<file path="src/rtl/reg_file_param.sv">
// rtl/reg_file_param.sv - parametrised register file with zero register, write bypass and pending-write scoreboard
module reg_file_param #(
   parameter int DATA_WIDTH = 32,
   parameter int ADDR_WIDTH = 5,
   parameter int NUM_READ   = 2,
   parameter int ZERO_REG   = 1,
   parameter int BYPASS     = 1
) (
   input  logic                           CLK,
   input  logic                           RESET,
   input  logic                           WRITE,
   input  logic [ADDR_WIDTH-1:0]          INADDRESS,
   input  logic [DATA_WIDTH-1:0]          IN,
   input  logic [NUM_READ*ADDR_WIDTH-1:0] OUTADDRESS,
   output logic [NUM_READ*DATA_WIDTH-1:0] OUT,
   input  logic                           RESERVE,
   input  logic [ADDR_WIDTH-1:0]          RESERVE_ADDRESS,
   output logic [NUM_READ-1:0]            BUSY,
   output logic [(1<<ADDR_WIDTH)-1:0]     BUSY_VEC
);

   localparam int DEPTH = 1 << ADDR_WIDTH;

   logic [DATA_WIDTH-1:0] regs [DEPTH];
   logic [DEPTH-1:0]      pending;
   logic [DEPTH-1:0]      pending_next;
   logic                  write_en;
   logic                  reserve_en;

   // Writes and reserves aimed at a hardwired zero register are discarded.
   assign write_en   = WRITE && !((ZERO_REG != 0) && (INADDRESS == '0));
   assign reserve_en = RESERVE && !((ZERO_REG != 0) && (RESERVE_ADDRESS == '0));

   // Register storage: cleared asynchronously, one write per edge.
   always_ff @(posedge CLK or negedge RESET) begin
      if (!RESET) begin
         for (int i = 0; i < DEPTH; i++) begin
            regs[i] <= '0;
         end
      end else if (write_en) begin
         regs[INADDRESS] <= IN;
      end
   end

   // Scoreboard next state: retiring write clears first, so a same-address reserve wins.
   always_comb begin
      pending_next = pending;
      if (WRITE) begin
         pending_next[INADDRESS] = 1'b0;
      end
      if (reserve_en) begin
         pending_next[RESERVE_ADDRESS] = 1'b1;
      end
   end

   // Scoreboard state: cleared asynchronously, updated on each edge.
   always_ff @(posedge CLK or negedge RESET) begin
      if (!RESET) begin
         pending <= '0;
      end else begin
         pending <= pending_next;
      end
   end

   assign BUSY_VEC = pending;

   for (genvar k = 0; k < NUM_READ; k++) begin : g_read
      logic [ADDR_WIDTH-1:0] addr;
      logic                  zero_hit;
      logic                  bypass_hit;
      logic                  reserve_hit;

      assign addr        = OUTADDRESS[k*ADDR_WIDTH +: ADDR_WIDTH];
      assign zero_hit    = (ZERO_REG != 0) && (addr == '0);
      assign bypass_hit  = (BYPASS != 0) && WRITE && (addr == INADDRESS) && !zero_hit;
      assign reserve_hit = reserve_en && (RESERVE_ADDRESS == addr);

      // Read data: zero during reset or for the zero register, forwarded write data, else storage.
      always_comb begin
         OUT[k*DATA_WIDTH +: DATA_WIDTH] = regs[addr];
         if (!RESET || zero_hit) begin
            OUT[k*DATA_WIDTH +: DATA_WIDTH] = '0;
         end else if (bypass_hit) begin
            OUT[k*DATA_WIDTH +: DATA_WIDTH] = IN;
         end
      end

      // Hazard flag: a forwarded write makes data available now unless a new producer reserves it.
      always_comb begin
         BUSY[k] = pending[addr];
         if (!RESET || zero_hit) begin
            BUSY[k] = 1'b0;
         end else if (bypass_hit && !reserve_hit) begin
            BUSY[k] = 1'b0;
         end
      end
   end

endmodule
</file>
<file path="config.mk">
export PLATFORM = sky130hd
export DESIGN_NAME = reg_file_param
export DESIGN_NICKNAME = d
export VERILOG_FILES = /design/src/rtl/reg_file_param.sv
export SDC_FILE = /design/constraint.sdc
export NUM_CORES = 2
export LEC_CHECK = 0
export BUFFER_PORTS_ARGS = -buffer_cell sky130_fd_sc_hd__buf_4
export CAP_MARGIN = 0
export CORE_ASPECT_RATIO = 1.1
export CORE_MARGIN = 4
export CORE_UTILIZATION = 60
export DETAILED_ROUTE_END_ITERATION = 6
export PLACE_DENSITY = 0.78
export SYNTH_ARGS = -nofsm -noshare
export SYNTH_HDL_FRONTEND = slang
export SYNTH_SLANG_ARGS = --single-unit
</file>
<file path="constraint.sdc">
create_clock -name CLK -period 2.75 [get_ports CLK]
set_input_delay 0.275 -clock CLK [delete_from_list [all_inputs] [get_ports CLK]]
set_output_delay 0.275 -clock CLK [all_outputs]
set_load 0.1 [all_outputs]
</file>
==> metrics.yaml <==
finalWirelength_um: 182000
netlist_instances: 3975
initial_core_util_pct: 60.4
fmax_ghz: 0.331
grt_max_degree: 176
finalPower_mw: 49.0
hpwl_um: 106000
vias: 39893
synth_cell_type_count: 48
arrival_ns: 2.74
die-width_um: 301
fin_cells: 5484
io_pins: 154
cts_tree: "yes"
hold_path_class: "in -> reg"
synth_edf_count: 0
rsz0062_at_grt: "yes"
leakagePower_nw: 29.1
synth_flop_cell: "dfrtp_1"
vias_per_cell: 7.27
layout-drive-gt1-share_pct: 58.4
fillers: 5873
cts_max_path_buffers: 3
grt_pass1_wl_um: 270000
setup_viol_count_final: 21
drtAntennaViolNets: 0
clk_pin_slew_ns: 0.06
tightest_slew_ns: 0.961
antenna_found_initial: 2
slowest_stage: "or4_4"
rows: 118
syn-cell-area_mm2: 0.0568
core_mm2: 0.0940
rr_worst_depth: 3
die_h_um: 331
first_global_vias: 41582
cts-root-buf: "clkbuf_16"
area_growth_pct: 18.3
fin_skew_ns: 0
synth_warnings: 0
ys_ff_latch: 1056
layout.nets: 4185
yosys.area.top_type: "dfrtp_1"
crit_required_ns: 2.48
crit_path_max_fanout: 3
numPortBuffers: 153
hold_viol_final: 0
cts_max_level: 3
synth_area_per_cell_um2: 14.3
failed_checks: "negative setup slack"
cts_buffers: 107
cpPeakStageDelay_ns: 0.55
wl_per_cell_um: 33.2
status: "finished, violations left"
period_share_pct: 110
tns_ns: -1.50
ys_seq_area_share_pct: 46.5
dieArea_mm2: 0.0997
synthArstFlopShare_pct: 100
fin_ws_ns: -0.267
crit_path_end_kind: "primary output"
hold_path_depth: 3
peakVddDrop_uv: 613
max_cap_violations: 0
netlist.area_leader.share_pct: 46.5
synthTopCellsByArea: "dfrtp_1 (47%), mux2_2 (23%), mux4_2 (16%)"
dp.cells: 5194
drt_first_pass_iters: 5
max_slew_margin_pct: 35.9
grt_overflow: 0
syn_nets: 4031
clk_latency_ns: 0.70
cts_sinks: 1056
crit_path_start_kind: "register"
crit_path_cell_trace: "mux4_2, nor2_2, or4_4, a311oi_4, buf_4, buf_12"
critPathKind: "reg -> out"
dr.first_iter.drc_count: 4568
power_density_mw_per_mm2: 730
track_usage_pct: 36.7
finalWeightedCongestion: 0.866
fin_util_pct: 71.5
min_period_ns: 3.02
drc: 0
maxSlewViolCount: 0
## power breakdown
group          leakage (nW)  switching [mW]  internal (mW)  total, mW
clock                  1.93            6.45           9.75       16.2
sequential             13.5            2.27           18.5       20.8
combinational          13.7            5.54           6.49       12.0
total                  29.1            14.3           34.8       49.0
## timing repair
action / 4_1_cts / 5_1_grt
cloned: 0 / 1
setup buffers: 63 / 15
pin swaps: 101 / 62
hold buffers: 7 / 0
endpoints found under the hold margin: 146 / 0
resized for setup: 224 / 58
endpoints found under the setup margin: 63 / 61
## worst paths after layout
path	slack, ns	startpoint	endpoint
setup / recovery	-0.27	regs[437]	OUT[53]
hold / removal	0.04	RESERVE_ADDRESS[2]	BUSY_VEC[29]
setup reg to reg	1.74	BUSY_VEC[19]	BUSY_VEC[19]
hold reg to reg	0.40	regs[998]	regs[998]
max in group asynchronous	0.92	RESET	regs[508]
min in group asynchronous	0.09	RESET	regs[238]
## cell families (layout without fill, tap and decap cells)
| family | Yosys count | in the layout | share of synthesized area [%] |
|---|---|---|---|
| muxes | 1658 | 1658 | 40.7 |
| DFF | 1056 | 1056 | 46.5 |
| buffers and inverters | 464 | 711 | 3.84 |
| AOI/OAI and AO/OA | 441 | 441 | 5.65 |
| and+or+nand+nor | 337 | 337 | 3.02 |
| xor gates and xnor gates | 19 | 19 | 0.293 |
| other | 0 | 2 | 0 |
## layer usage
layer,global-route usage [%],share of wire (%),vias up
met5,0,0,-
met4,19.1,5.8,0
met3,9.93,11,630
met2,54.8,45,2613
met1,49.8,38,20945
li1,-,-,15705
## worst max-delay path: cells and delay by family, from the launching register on
kind	cells	cell delay [ns]
mux	1	0.27
simple gates	2	0.59
buf+inv	2	0.37
flops	1	0.41
compound gates	1	0.40
## area by class of cell
type / count / area (µm²) / area share, %
Tap cell: 1260 / 1580 / 2.35
Antenna cell: 2 / 5.00 / 0.00745
Timing Repair Buffer: 508 / 5930 / 8.83
Clock inverter: 48 / 749 / 1.12
Clock buffer: 154 / 3190 / 4.74
Inverter: 1 / 3.75 / 0.00559
Multi-Input combinational cell: 2455 / 29300 / 43.6
Sequential cell: 1056 / 26500 / 39.4
## flip-flops by register name, indices dropped and copies added (netlist names)
register	count
regs	1024
BUSY_VEC	32
## placed cells by master (no fill, tap or decap), types with 10 or more instances in the layout
cell type / n
mux2_2: 1177
dfrtp_1: 1031
mux4_2: 403
buf_4: 324
o22ai_1: 167
buf_12: 159
nor2_1: 118
clkbuf_16: 110
mux2i_1: 74
o211ai_1: 63
or4_4: 39
o21ai_0: 34
a22oi_1: 31
o211a_1: 30
clkbuf_8: 29
o221ai_1: 28
dfrtp_2: 25
a311oi_4: 24
or3_1: 21
nand2_1: 19
bufinv_16: 18
nand2_2: 17
nor3_1: 16
nor2_4: 16
clkbuf_1: 16
clkinv_2: 16
o22a_1: 15
a22o_1: 15
buf_6: 12
or3_4: 11
nor2_2: 11
xor2_1: 10
## Yosys cell counts (31+ instances only)
library cell,instances
mux2i_1,76
a311oi_1,31
mux4_2,403
buf_4,38
o221ai_1,31
or3_1,34
mux2_2,1179
o21ai_0,34
dfrtp_1,1056
buf_1,68
o211a_1,31
o22ai_1,171
or4_1,47
nand2_1,40
a22oi_1,31
o211ai_1,63
nor2_1,145
clkbuf_1,220
buf_2,117
## per-stage QoR
step                setup slack [ns]  cell area (µm²)  hold slack (ns)
detailed placement            -0.168            61300            0.197
global route                  -0.246            67200           0.0702
finish                        -0.267            67200           0.0396
floorplan                     -0.436            57200          -0.0206
global placement              -0.211            61300            0.197
CTS                           -0.237            66800          0.00598
Note: power is estimated with default switching activity, not from simulation.
